File: src/rtl/spi_config_master.sv
`default_nettype none
// ============================================================================
// Module      : spi_config_master
// Description : Two-requester round-robin SPI write master (16-bit mode-0
//               frames: write flag, 7-bit address, 8-bit data, MSB first).
// Revision    : 1.0 - initial release
// ============================================================================
module spi_config_master #(
    parameter int CLK_DIV  = 4,
    parameter int CS_SETUP = 4,
    parameter int CS_HOLD  = 4,
    parameter int CS_IDLE  = 4
) (
    input  logic       clk,
    input  logic       rst,
    input  logic       req0_valid,
    output logic       req0_ready,
    input  logic [6:0] req0_addr,
    input  logic [7:0] req0_data,
    input  logic       req1_valid,
    output logic       req1_ready,
    input  logic [6:0] req1_addr,
    input  logic [7:0] req1_data,
    output logic       ncs,
    output logic       sclk,
    output logic       copi,
    output logic       busy,
    output logic       done,
    output logic       grant_id
);

    localparam int c_MAX_A  = (CLK_DIV > CS_SETUP) ? CLK_DIV : CS_SETUP;
    localparam int c_MAX_B  = (CS_HOLD > CS_IDLE) ? CS_HOLD : CS_IDLE;
    localparam int c_MAX    = (c_MAX_A > c_MAX_B) ? c_MAX_A : c_MAX_B;
    localparam int c_CNT_W  = $clog2(c_MAX) + 1;

    localparam logic [c_CNT_W-1:0] c_CNT_ZERO = '0;
    localparam logic [c_CNT_W-1:0] c_CNT_ONE  = c_CNT_W'(1);
    localparam logic [c_CNT_W-1:0] c_LD_DIV   = c_CNT_W'(CLK_DIV - 1);
    localparam logic [c_CNT_W-1:0] c_LD_SETUP = c_CNT_W'(CS_SETUP - 1);
    localparam logic [c_CNT_W-1:0] c_LD_HOLD  = c_CNT_W'(CS_HOLD - 1);
    localparam logic [c_CNT_W-1:0] c_LD_IDLE  = c_CNT_W'(CS_IDLE - 1);

    localparam logic [2:0] c_ST_IDLE     = 3'd0;
    localparam logic [2:0] c_ST_SETUP    = 3'd1;
    localparam logic [2:0] c_ST_SHIFT_LO = 3'd2;
    localparam logic [2:0] c_ST_SHIFT_HI = 3'd3;
    localparam logic [2:0] c_ST_HOLD     = 3'd4;
    localparam logic [2:0] c_ST_GAP      = 3'd5;

    logic [2:0]         r_state;
    logic [c_CNT_W-1:0] r_cnt;
    logic [3:0]         r_bit_idx;
    logic [15:0]        r_frame;
    logic               r_last;
    logic               r_ncs;
    logic               r_sclk;
    logic               r_copi;
    logic               r_done;
    logic               r_grant;

    logic               w_idle;
    logic               w_winner;
    logic               w_accept;
    logic [15:0]        w_frame;
    logic [3:0]         w_next_idx;
    logic               w_cnt_end;

    // On a tie the requester that was not granted last wins.
    assign w_winner   = (req0_valid & req1_valid) ? ~r_last : req1_valid;
    assign w_idle     = (r_state == c_ST_IDLE);
    assign req0_ready = w_idle & ~rst & req0_valid & ~w_winner;
    assign req1_ready = w_idle & ~rst & req1_valid &  w_winner;
    assign w_accept   = req0_ready | req1_ready;
    assign w_frame    = w_winner ? {1'b1, req1_addr, req1_data}
                                 : {1'b1, req0_addr, req0_data};
    assign w_next_idx = r_bit_idx + 4'd1;
    assign w_cnt_end  = (r_cnt == c_CNT_ZERO);

    always_ff @(posedge clk) begin
        if (rst) begin
            r_state   <= c_ST_IDLE;
            r_cnt     <= c_CNT_ZERO;
            r_bit_idx <= 4'd0;
            r_frame   <= 16'd0;
            r_last    <= 1'b1;
            r_ncs     <= 1'b1;
            r_sclk    <= 1'b0;
            r_copi    <= 1'b0;
            r_done    <= 1'b0;
            r_grant   <= 1'b0;
        end else begin
            r_done <= 1'b0;
            case (r_state)
                c_ST_IDLE: begin
                    if (w_accept) begin
                        r_frame <= w_frame;
                        r_grant <= w_winner;
                        r_last  <= w_winner;
                        r_ncs   <= 1'b0;
                        r_sclk  <= 1'b0;
                        r_copi  <= 1'b1;
                        r_cnt   <= c_LD_SETUP;
                        r_state <= c_ST_SETUP;
                    end
                end
                c_ST_SETUP: begin
                    if (w_cnt_end) begin
                        r_bit_idx <= 4'd0;
                        r_copi    <= r_frame[15];
                        r_cnt     <= c_LD_DIV;
                        r_state   <= c_ST_SHIFT_LO;
                    end else begin
                        r_cnt <= r_cnt - c_CNT_ONE;
                    end
                end
                c_ST_SHIFT_LO: begin
                    if (w_cnt_end) begin
                        r_sclk  <= 1'b1;
                        r_cnt   <= c_LD_DIV;
                        r_state <= c_ST_SHIFT_HI;
                    end else begin
                        r_cnt <= r_cnt - c_CNT_ONE;
                    end
                end
                c_ST_SHIFT_HI: begin
                    if (w_cnt_end) begin
                        r_sclk <= 1'b0;
                        if (r_bit_idx == 4'd15) begin
                            r_cnt   <= c_LD_HOLD;
                            r_state <= c_ST_HOLD;
                        end else begin
                            // Next bit is presented on the falling edge.
                            r_bit_idx <= w_next_idx;
                            r_copi    <= r_frame[4'd15 - w_next_idx];
                            r_cnt     <= c_LD_DIV;
                            r_state   <= c_ST_SHIFT_LO;
                        end
                    end else begin
                        r_cnt <= r_cnt - c_CNT_ONE;
                    end
                end
                c_ST_HOLD: begin
                    if (w_cnt_end) begin
                        r_ncs   <= 1'b1;
                        r_copi  <= 1'b0;
                        r_done  <= 1'b1;
                        r_cnt   <= c_LD_IDLE;
                        r_state <= c_ST_GAP;
                    end else begin
                        r_cnt <= r_cnt - c_CNT_ONE;
                    end
                end
                c_ST_GAP: begin
                    if (w_cnt_end) begin
                        r_state <= c_ST_IDLE;
                    end else begin
                        r_cnt <= r_cnt - c_CNT_ONE;
                    end
                end
                default: begin
                    r_ncs   <= 1'b1;
                    r_sclk  <= 1'b0;
                    r_copi  <= 1'b0;
                    r_state <= c_ST_IDLE;
                end
            endcase
        end
    end

    assign ncs      = r_ncs;
    assign sclk     = r_sclk;
    assign copi     = r_copi;
    assign done     = r_done;
    assign grant_id = r_grant;
    assign busy     = ~w_idle;

endmodule
`default_nettype wire

File: config.mk
export PLATFORM = sky130hd
export DESIGN_NAME = spi_config_master
export DESIGN_NICKNAME = d
export VERILOG_FILES = /design/src/rtl/spi_config_master.sv
export SDC_FILE = /design/constraint.sdc
export NUM_CORES = 1
export LEC_CHECK = 0
export BUFFER_PORTS_ARGS = -buffer_cell sky130_fd_sc_hd__buf_2
export CORE_MARGIN = 8
export CORE_UTILIZATION = 52
export CTS_CLUSTER_SIZE = 12
export DETAILED_ROUTE_END_ITERATION = 10
export GPL_ROUTABILITY_DRIVEN = 0
export MAX_ROUTING_LAYER = met4
export PLACE_DENSITY = 0.75
export SLEW_MARGIN = 30
export SYNTH_ARGS = -nofsm -noshare
export SYNTH_HDL_FRONTEND = slang
export SYNTH_SLANG_ARGS = --single-unit
export TNS_END_PERCENT = 10
File: constraint.sdc
create_clock -name clk -period 2 [get_ports clk]
set_input_delay 0.4 -clock clk [delete_from_list [all_inputs] [get_ports clk]]
set_output_delay 0.4 -clock clk [all_outputs]
set_load 0.1 [all_outputs]
==> qor_table.md, run 1 <==
| Group | Parameter | This run |
| --- | --- | --- |
| status | Run status | finished, final reports clean |
| synth | Library cell occupying the most area in the post-synthesis netlist | sky130_fd_sc_hd__dfxtp_1 |
| synth | Biggest area contributors in the synthesized netlist | sky130_fd_sc_hd__dfxtp_1 (38%), sky130_fd_sc_hd__mux2i_1 (9.5%), sky130_fd_sc_hd__a211oi_1 (7.5%) |
| power | Switching power of the nets | 669 uW |
| synth | Number of storage elements in the synthesis netlist | 32 |
| clock tree | Clock Sink Count | 32 |
| setup path | Top fanout value on the critical path | 4 |
| die | Starting density of the core | 55.0% |
| place | Post-detail-place hpwl | 3010 um |
| layout | Number of nets in the final layout | 266 |
| detailed routing | DRC violation count after routing | 0 |
| layout | N_diodes | 0 |
| synth | Yosys warning count | 0 |
| clock tree | Worst skew pair latency | 340 ps |
| synth | Number of flops mapped to enable cells by yosys | 0 |
| grt | Met1 usage | 17.5% |
| timing | Number of failing setup endpoints in the final timing report | 0 |
| synth | Synthesized area | 1690 um^2 |
| detailed routing | Wirelength, routed | 3970 um |
| place | IO buf count | 41 |
| power | Overall power | 1.80 mW |
| clock tree | CTS tree | yes |
| grt | Global route hottest layer | met2 |
| synth | Syn_nets | 223 |
| timing | Final sum of negative setup slack | 0 ps |
| timing | Final-report max-slew violation count | 0 |
| detailed routing | Final routed wire length divided by cell count | 14.5 um |
| setup path | Data arrival at the endpoint of the critical path | 1560 ps |
| synth | Post-Syn Area per Cell | 9.09 um^2 |
| detailed routing | Vias per inst | 5.67 |
| die | Total Die Area | 5330 um^2 |
| power | Proportion of power drawn by combinational gates | 35.4% |
| grt | Wire length of the first global-routing pass | 6560 um |
| setup path | Start-to-end type of the worst setup path | flip-flop to output port |
| layout | Final Util | 68.5% |
| grt | GRT Resource Usage Total | 15.8% |
| power | Internal portion of total power | 1.13 mW |
| clock tree | Total of hold buffers inserted after clock tree synthesis | 0 |
| clock tree | Number of clock buffers inserted by TritonCTS | 5 |
| layout | Most frequent standard cell in the layout excluding fill and tap cells | sky130_fd_sc_hd__buf_2 |
| grt | Global-route track usage on met2 | 25.2% |
| power | Power per unit of standard cell area | 853 nW/um^2 |
| die | Count of boundary I/O pins | 42 |
| detailed routing | DRC marker count from the first detailed-route iteration | 109 |
| grt | Vias in the first global route | 1527 |
| clock tree | Worst-path clk slew | 100 ps |
| layout | Signed area change from the synthesized netlist to the final layout | 24.7% |
| synth | Proportion of register bits with asynchronous set or reset after synthesis | 0% |
| grt | GR Util met3 | 3.85% |
| die | Die outline width | 73.0 um |
| die | Core Region | 3080 um^2 |
| timing | RSZ-0062 raised after global routing | true |
| timing | Relative slew margins | 67.7% |
| grt | Number of antenna violations at the first check in global routing | 0 |
| die | Die Ht | 73.0 um |
| min path | Class of the tightest hold or removal check | primary input to flip-flop |
| place | Number of placed cells counting well taps | 264 |
| power | Static leakage | 0.868 nW |
| layout | Final cell count without fillers | 274 |
| clock tree | H-tree depth reported by CTS | 2 |
| setup path | Setup crit start kind | flip-flop |
| clock tree | Buffer cell driving the clock tree root | sky130_fd_sc_hd__clkbuf_4 |
| die | Number of standard-cell rows in the floorplan | 20 |
| setup path | Required time of the worst setup path | 1600 ps |
| synth | Share of the yosys chip area belonging to registers | 37.9% |
| synth | Post-synth top area share | 37.9% |
| timing | Worst clock skew on the final layout | 7.20 ps |
| power | Switching power as a share of total power | 37.2% |
| timing | Final number of hold-violating endpoints | 0 |
| timing | Minimum clock period after layout | 1960 ps |
| synth | Synth cell types | 46 |
| timing | Worst slack on hold paths | 382 ps |
| grt | Pin count of the biggest net entering global routing | 32 |
| grt | Aggregate global routing overflow | 0 |
| synth | Gate Count Post-Synth | 186 |
| run | Number of maximum-capacitance constraint violations | 0 |
| timing | Post-route fraction of the period consumed by the critical path | 97.8% |
| power | Register share of total power | 42.4% |
| clock tree | Clk buf depth | 2 |
| layout | Share of layout cells above drive strength 1 | 32.6% |
| detailed routing | Number of nets still failing antenna checks after routing | 0 |
| layout | Most frequent cells in the layout | sky130_fd_sc_hd__buf_2 (38), sky130_fd_sc_hd__dfxtp_1 (29), sky130_fd_sc_hd__nor2_1 (28) |
| power | Portion of total power attributed to the clock network | 22.2% |
| timing | Slew at the pin closest to its max-slew limit | 488 ps |
| setup path | Crit end category | output port |
| detailed routing | Total via count after detailed routing | 1554 |
| timing | F_max | 511 MHz |
| detailed routing | Iteration count of the initial detailed-routing pass | 5 |
| power | Peak VDD IR | 535 uV |
| synth | Dominant register cell in the synthesized netlist | sky130_fd_sc_hd__dfxtp_1 |
[metrics by stage]
step                      area [um^2]  setup WS [ps]
after detailed placement         2020            244
after CTS                        2090           25.5
after floorplan                  1720           -785
final                            2110           43.4
after global placement           2020            283
after global routing             2110          -26.3
[metal layers]
layer	part of all wire [%]	up-vias
met5	0	-
met4	2.5	0
met3	3.9	11
met2	48	50
met1	46	721
li1	-	772
[power groups by stage]
stage                     clock network [mW]  logic [mW]  registers, mW
after floorplan                            0       0.390          0.833
after global placement                     0       0.598          0.772
after detailed placement                   0       0.612          0.776
after CTS                              0.401       0.626          0.762
after global routing                   0.429       0.691          0.772
final                                  0.399       0.637          0.763
[sequential cells by signal (all words and copies together), names as in the netlist]
| signal | flops |
|---|---|
| done | 1 |
| ncs | 1 |
| r_state | 3 |
| r_frame | 16 |
| r_bit_idx | 4 |
| r_cnt | 3 |
| r_last | 1 |
| sclk | 1 |
| grant_id | 1 |
| copi | 1 |
[worst max-delay path, stage by stage (launching register included)]
cell	delay [ps]
sky130_fd_sc_hd__dfxtp_2	350
sky130_fd_sc_hd__nor3_4	240
sky130_fd_sc_hd__inv_4	80
sky130_fd_sc_hd__nor4b_4	320
sky130_fd_sc_hd__buf_12	210
[worst paths after layout]
kind	startpoint	endpoint	slack, ps	cells after the start
min reg2reg	r_bit_idx[1]	r_bit_idx[1]	490	2
min	req0_data[4]	r_frame[4]	380	3
max	r_state[2]	req0_ready	40	4
max reg2reg	r_bit_idx[1]	copi	250	6
[final cells by class]
| class | instances | area, um^2 |
|---|---|---|
| fillers | 256 | 968 |
| flip-flops and latches | 32 | 647 |
| repair buffers | 50 | 330 |
| inverters | 5 | 21.3 |
| well taps | 44 | 55.1 |
| clock inverters | 2 | 10.0 |
| clock buffers | 6 | 51.3 |
| multi-input cells | 135 | 995 |
[cell families (layout without fill, tap and decap cells)]
kind of cell               Yosys count  in the layout  synth area share (%)
and+or+nand+nor                     60             60                  18.3
AOI/OAI and AO/OA                   48             48                  19.4
DFF                                 32             32                  37.9
muxes                               22             22                  16.1
buffers and inverters               19             63                  5.10
adders and majority gates            3              3                  2.22
xor gates and xnor gates             2              2                  1.04
[synthesized netlist by cell type (2+ instances only)]
library cell                n
sky130_fd_sc_hd__inv_1      5
sky130_fd_sc_hd__buf_4      2
sky130_fd_sc_hd__nand2_1    9
sky130_fd_sc_hd__mux2_2     2
sky130_fd_sc_hd__nand3b_1   2
sky130_fd_sc_hd__nand3_1    2
sky130_fd_sc_hd__nor2b_1    2
sky130_fd_sc_hd__nor3b_1    2
sky130_fd_sc_hd__nor2_1    28
sky130_fd_sc_hd__o21ai_0    9
sky130_fd_sc_hd__a21oi_1    7
sky130_fd_sc_hd__mux2i_1   16
sky130_fd_sc_hd__a211oi_1  17
sky130_fd_sc_hd__ha_1       3
sky130_fd_sc_hd__nand2b_1   2
sky130_fd_sc_hd__clkbuf_1   6
sky130_fd_sc_hd__nand4_1    3
sky130_fd_sc_hd__mux4_2     4
sky130_fd_sc_hd__buf_2      6
sky130_fd_sc_hd__dfxtp_1   32
sky130_fd_sc_hd__a22oi_1    2
[what timing repair did]
item,CTS,global route
setup buffers,1,1
resized for setup,2,4
setup endpoints to repair,2,2
pin swaps,1,2
hold endpoints to repair,0,0
Note: power is estimated with default switching activity, not from simulation.
==> run 2, diff against run 1 <==
--- a/config.mk
+++ b/config.mk
@@ -5,7 +5,7 @@
 export SDC_FILE = /design/constraint.sdc
 export NUM_CORES = 1
 export LEC_CHECK = 0
-export BUFFER_PORTS_ARGS = -buffer_cell sky130_fd_sc_hd__buf_2
+export BUFFER_PORTS_ARGS = -buffer_cell sky130_fd_sc_hd__buf_4
 export CORE_MARGIN = 8
 export CORE_UTILIZATION = 52
 export CTS_CLUSTER_SIZE = 12
==> qor_table.md, run 2 (synthesis results as in run 1) <==
| Group | Parameter | This run | Delta |
| --- | --- | --- | --- |
| status | Run status | finished, final reports clean |  |
| timing | Relative slew margins | 70.4% | +2.7 points |
| timing | Final-report max-slew violation count | 0 | unchanged |
| place | IO buf count | 41 | unchanged |
| detailed routing | Wire length on met2 | 2030 um | +6.4% |
| timing | Slew at the pin closest to its max-slew limit | 443 ps | -45.1 ps |
| setup path | Setup crit start kind | flip-flop |  |
| detailed routing | DRC marker count from the first detailed-route iteration | 151 | +39% |
| timing | Worst clock skew on the final layout | 7.33 ps | +0.128 ps |
| die | Count of boundary I/O pins | 42 | unchanged |
| clock tree | Worst-path clk slew | 90 ps | about the same |
| detailed routing | Iteration count of the initial detailed-routing pass | 4 | -1 |
| run | Number of maximum-capacitance constraint violations | 0 | unchanged |
| die | Total Die Area | 5330 um^2 | unchanged |
| detailed routing | Total via count after detailed routing | 1556 | +0.13% |
| timing | Worst slack on hold paths | 325 ps | -57.1 ps |
| layout | Share of layout cells above drive strength 1 | 31.1% | -1.5 points |
| clock tree | H-tree depth reported by CTS | 2 | unchanged |
| clock tree | Clk buf depth | 2 | unchanged |
| setup path | Data arrival at the endpoint of the critical path | 1550 ps | about the same |
| die | Starting density of the core | 55.0% | unchanged |
| layout | Fill cell total of the finished layout | 259 | +1.2% |
| layout | Largest reg by FF count | r_frame |  |
| power | Overall power | 1.77 mW | -1.7% |
| setup path | Worst-path cell chain | nor3_4, inv_2, nor3b_4, buf_6 |  |
| timing | Post-route fraction of the period consumed by the critical path | 97.3% | -0.53 points |
| grt | GRT Resource Usage Total | 16.3% | +0.48 points |
| detailed routing | Wire length on met1 | 1650 um | -8.9% |
| detailed routing | Number of nets still failing antenna checks after routing | 0 | unchanged |
| layout | Area of the multi-input gates | 995 um^2 | unchanged |
| timing | Minimum clock period after layout | 1950 ps | -10.6 ps |
| min path | Class of the tightest hold or removal check | primary input to flip-flop |  |
| layout | Most frequent cells in the layout | sky130_fd_sc_hd__buf_4 (45), sky130_fd_sc_hd__dfxtp_1 (31), sky130_fd_sc_hd__nor2_1 (28) |  |
| die | Core Region | 3080 um^2 | unchanged |
| layout | Number of nets in the final layout | 264 | -0.75% |
| power | Static leakage | 0.878 nW | +1.2% |
| setup path | Critical register-to-register path startpoint | r_bit_idx[1] |  |
| grt | Number of antenna violations at the first check in global routing | 0 | unchanged |
| detailed routing | Final routed wire length divided by cell count | 14.3 um | -1.4% |
| die | Number of standard-cell rows in the floorplan | 20 | unchanged |
| setup path | Biggest cell delay along the critical path | 380 ps | +30 ps |
| setup path | Required time of the worst setup path | 1600 ps | about the same |
| setup path | Category of cells accounting for the largest share of critical-path delay | simple AND/OR/NAND/NOR gates |  |
| layout | FF/Latch Area | 642 um^2 | -0.77% |
| setup path | Number of buffers and inverters on the critical path | 2 | unchanged |
| detailed routing | Top routing layer used | met4 |  |
| timing | F_max | 514 MHz | +0.54% |
| place | Post-detail-place hpwl | 3010 um | about the same |
| clock tree | Worst skew pair latency | 340 ps | about the same |
| layout | Signed area change from the synthesized netlist to the final layout | 27.2% |  |
| timing | RSZ-0062 raised after global routing | false |  |
| clock tree | Buffer cell driving the clock tree root | sky130_fd_sc_hd__clkbuf_4 |  |
| die | Die outline width | 73.0 um | unchanged |
| detailed routing | Vias per inst | 5.72 | +0.86% |
| grt | Wire length of the first global-routing pass | 6710 um | +2.2% |
| layout | Largest registers | r_frame: 16 flops, r_bit_idx: 4 flops |  |
| grt | Aggregate global routing overflow | 0 | unchanged |
| die | Die Ht | 73.0 um | unchanged |
| layout | Most frequent standard cell in the layout excluding fill and tap cells | sky130_fd_sc_hd__buf_4 |  |
| grt | Pin count of the biggest net entering global routing | 32 | unchanged |
| clock tree | CTS tree | yes |  |
| timing | Final number of hold-violating endpoints | 0 | unchanged |
| power | Peak VDD IR | 481 uV | -10% |
| timing | Worst setup margin | 54.0 ps | +10.6 ps |
| power | Power per unit of standard cell area | 822 nW/um^2 | -3.6% |
| timing | Number of failing setup endpoints in the final timing report | 0 | unchanged |
| setup path | Crit-path slowest cell | sky130_fd_sc_hd__dfxtp_2 |  |
| min path | Launch point of the worst hold path | rst |  |
| detailed routing | DRC violation count after routing | 0 | unchanged |
| clock tree | Clock Sink Count | 32 | unchanged |
| grt | Vias in the first global route | 1585 | +3.8% |
| detailed routing | Wirelength, routed | 3880 um | -2.1% |
| place | Worst setup timing slack at the placement stage | 218 ps | -26.9 ps |
| setup path | Launch point of the worst path | r_state[0] |  |
| clock tree | Total of hold buffers inserted after clock tree synthesis | 0 | unchanged |
| clock tree | Number of clock buffers inserted by TritonCTS | 5 | unchanged |
| setup path | Top fanout value on the critical path | 8 | +4 |
| setup path | Crit end category | output port |  |
| layout | Final Util | 69.9% | +1.4 points |
| layout | N_diodes | 0 | unchanged |
| detailed routing | DR WL met3 | 187 um | +22% |
| setup path | Start-to-end type of the worst setup path | flip-flop to output port |  |
| layout | Number of flip-flops in the largest register | 16 | unchanged |
==> run 2: final timing paths <==
kind                  end  slack (ps)  depth (start not counted)
min              r_cnt[2]         330                          2
min reg2reg  r_bit_idx[1]         490                          2
max            req1_ready          50                          4
max reg2reg          copi         240                          6
==> run 2: repair_timing <==
item / in CTS / in global routing
resized for setup: 4 / 0
endpoints found under the setup margin: 2 / 0
setup buffers: 1 / 0
==> run 2: per-stage QoR <==
stage                     instances  area (um^2)  TNS, ps
final                           272         2150        0
after global routing            272         2150        0
after CTS                       272         2150        0
after detailed placement        263         2070        0
after global placement          263         2070        0
after floorplan                 186         1720    -1830
==> run 2: report_power, final <==
part	switching, mW	total [mW]	internal (mW)
combinational	0.377	0.622	0.246
sequential	0.0484	0.760	0.712
clock	0.219	0.386	0.167
==> run 2: worst register-to-register path: cells and delay by family (launching register included) <==
kind | cells | cell delay (ps)
fa+ha+maj | 1 | 400
simple gates | 1 | 80
mux | 2 | 610
flops | 1 | 340
compound gates | 2 | 230
==> run 2: per-layer routing <==
metal / GRT usage [%] / up-vias
met5: - / -
met4: 7.78 / 0
met1: 16.4 / 731
met3: 5.22 / 3
met2: 27.9 / 52
li1: - / 770
==> run 2: cell type report <==
cell class | instances | share of cell area [%]
multi-input combinational | 135 | 46.2
sequential | 32 | 29.8
timing repair buffer | 48 | 17.7
tap | 44 | 2.56
clock buffer | 6 | 2.38
inverter | 5 | 0.872
clock inverter | 2 | 0.465
==> run 3, diff against run 2 <==
==> constraint.sdc (replaced) <==
create_clock -name clk -period 2.1 [get_ports clk]
set_input_delay 0.42 -clock clk [delete_from_list [all_inputs] [get_ports clk]]
set_output_delay 0.42 -clock clk [all_outputs]
set_load 0.1 [all_outputs]
==> qor_table.md, run 3 (synthesis results as in run 1) <==
| Group | Parameter | This run | Delta |
| --- | --- | --- | --- |
| clock tree | CTS tree | yes |  |
| detailed routing | Iteration count of the initial detailed-routing pass | 4 | unchanged |
| detailed routing | Vias per inst | 5.69 | -0.51% |
| grt | GRT Resource Usage Total | 15.8% | -0.49 points |
| run | Number of maximum-capacitance constraint violations | 0 | unchanged |
| grt | Number of antenna violations at the first check in global routing | 0 | unchanged |
| die | Core Region | 3080 um^2 | unchanged |
| timing | Slew at the pin closest to its max-slew limit | 447 ps | +3.57 ps |
| setup path | Setup crit start kind | flip-flop |  |
| clock tree | H-tree depth reported by CTS | 2 | unchanged |
| setup path | Start-to-end type of the worst setup path | flip-flop to output port |  |
| timing | Final-report max-slew violation count | 0 | unchanged |
| place | Cell Area, Placed | 2070 um^2 | -0.36% |
| setup path | Required time of the worst setup path | 1680 ps | +80 ps |
| die | Total Die Area | 5330 um^2 | unchanged |
| setup path | Flop2flop setup slack | 340 ps | +100 ps |
| layout | Signed area change from the synthesized netlist to the final layout | 28.2% |  |
| power | Power per unit of standard cell area | 796 nW/um^2 | -3.2% |
| timing | Post-route fraction of the period consumed by the critical path | 96.4% |  |
| die | Starting density of the core | 55.0% | unchanged |
| timing | Final sum of negative setup slack | 0 ps | unchanged |
| timing | Number of failing setup endpoints in the final timing report | 0 | unchanged |
| place | Worst setup timing slack at the placement stage | 286 ps | +68.4 ps |
| detailed routing | Wirelength, routed | 3930 um | +1.1% |
| clock tree | Worst skew pair latency | 330 ps | about the same |
| layout | Number of flip-flops in the largest register | 16 | unchanged |
| layout | Most frequent cells in the layout | sky130_fd_sc_hd__buf_4 (46), sky130_fd_sc_hd__dfxtp_1 (31), sky130_fd_sc_hd__nor2_1 (28) |  |
| detailed routing | Final routed wire length divided by cell count | 14.4 um | +1.1% |
| grt | Vias in the first global route | 1494 | -5.7% |
| layout | Final cell count without fillers | 272 | unchanged |
| clock tree | Clock Sink Count | 32 | unchanged |
| layout | Number of nets in the final layout | 265 | +0.38% |
| power | Static leakage | 0.883 nW | +0.56% |
| layout | Largest reg by FF count | r_frame |  |
| clock tree | Total of hold buffers inserted after clock tree synthesis | 0 | unchanged |
| detailed routing | DRC violation count after routing | 0 | unchanged |
| detailed routing | Number of nets still failing antenna checks after routing | 0 | unchanged |
| setup path | Crit-path slowest cell | sky130_fd_sc_hd__dfxtp_4 |  |
| setup path | Worst-path cell chain | nor3_4, inv_4, nor3b_4, buf_6 |  |
| setup path | Crit end category | output port |  |
| die | Die outline width | 73.0 um | unchanged |
| setup path | Top fanout value on the critical path | 8 | unchanged |
| setup path | Data arrival at the endpoint of the critical path | 1600 ps | +50 ps |
| grt | Wire length of the first global-routing pass | 6540 um | -2.5% |
| grt | Pin count of the biggest net entering global routing | 37 | +16% |
| clock tree | Worst-path clk slew | 90 ps | about the same |
| setup path | Number of buffers and inverters on the critical path | 2 | unchanged |
| timing | Worst setup margin | 75.9 ps | +22.0 ps |
| timing | Worst clock skew on the final layout | 3.02 ps | -4.31 ps |
| layout | Share of layout cells above drive strength 1 | 31.1% | unchanged |
| power | Peak VDD IR | 441 uV | -8.3% |
| die | Die Ht | 73.0 um | unchanged |
| clock tree | Buffer cell driving the clock tree root | sky130_fd_sc_hd__clkbuf_4 |  |
| detailed routing | DRC marker count from the first detailed-route iteration | 88 | -42% |
| status | Run status | finished, final reports clean |  |
| die | Count of boundary I/O pins | 42 | unchanged |
| detailed routing | Total via count after detailed routing | 1548 | -0.51% |
| timing | Minimum clock period after layout | 2020 ps |  |
| min path | Class of the tightest hold or removal check | primary input to flip-flop |  |
| layout | N_diodes | 0 | unchanged |
| place | IO buf count | 41 | unchanged |
| clock tree | Number of clock buffers inserted by TritonCTS | 5 | unchanged |
| layout | Post-route cell area | 2170 um^2 | +0.76% |
| timing | Final number of hold-violating endpoints | 0 | unchanged |
| grt | Aggregate global routing overflow | 0 | unchanged |
| setup path | Biggest cell delay along the critical path | 390 ps | about the same |
| timing | Worst slack on hold paths | 430 ps | +105 ps |
| place | Post-detail-place hpwl | 2970 um | -1.2% |
| place | Number of placed cells counting well taps | 262 | -0.38% |
| clock tree | Clk buf depth | 2 | unchanged |
| layout | Largest registers | r_frame: 16 flops, r_bit_idx: 4 flops |  |
| setup path | Category of cells accounting for the largest share of critical-path delay | simple AND/OR/NAND/NOR gates |  |
| timing | F_max | 494 MHz |  |
| die | Number of standard-cell rows in the floorplan | 20 | unchanged |
| timing | Relative slew margins | 70.2% | -0.24 points |
| layout | Most frequent standard cell in the layout excluding fill and tap cells | sky130_fd_sc_hd__buf_4 |  |
run 3: layout make-up:
class / count / area, um^2
Clock buffer: 7 / 65.1
Fill cell: 253 / 910
Inverter: 5 / 21.3
Multi-Input combinational cell: 135 / 995
Sequential cell: 32 / 644
Tap cell: 44 / 55.1
Timing Repair Buffer: 49 / 388
run 3: per-stage QoR:
stage	power (mW)	utilization, %
final	1.73	70.4
after global placement	1.30	67.2
after CTS	1.72	69.5
after floorplan	1.16	-
after detailed placement	1.32	67.2
after global routing	1.82	70.4
run 3: timing repair:
item | in CTS | in global routing
pin swaps | 0 | 1
gates resized for setup | 3 | 3
setup buffers | 0 | 3
setup endpoints to repair | 2 | 2
run 3: routing by layer:
metal	GRT usage [%]	vias to the layer above	part of all wire, %
met5	-	-	0
met4	6.44	0	1.6
met3	4.81	8	4.6
met2	25.5	44	49
met1	17.7	715	44
li1	-	781	-
run 3: final timing paths:
check                     from           to  cells after the start
setup reg to reg  r_bit_idx[1]         copi                      6
hold / removal    req0_addr[2]  r_frame[10]                      3
setup / recovery    r_state[0]   req1_ready                      4
hold reg to reg    r_frame[15]  r_frame[15]                      2
run 3: worst register-to-register path: stages (launching register included):
cell and delay (ps):
sky130_fd_sc_hd__dfxtp_1 340, sky130_fd_sc_hd__ha_1 400, sky130_fd_sc_hd__mux4_2 330, sky130_fd_sc_hd__mux2_2 280, sky130_fd_sc_hd__nand3b_1 90, sky130_fd_sc_hd__o311a_1 160
sky130_fd_sc_hd__o21ai_1 50
run 3: where the power goes:
part / internal (mW) / switching [mW] / total [mW]
Combinational: 0.245 / 0.365 / 0.610
Clock: 0.190 / 0.202 / 0.391
Sequential: 0.678 / 0.0461 / 0.724
Total: 1.11 / 0.612 / 1.73
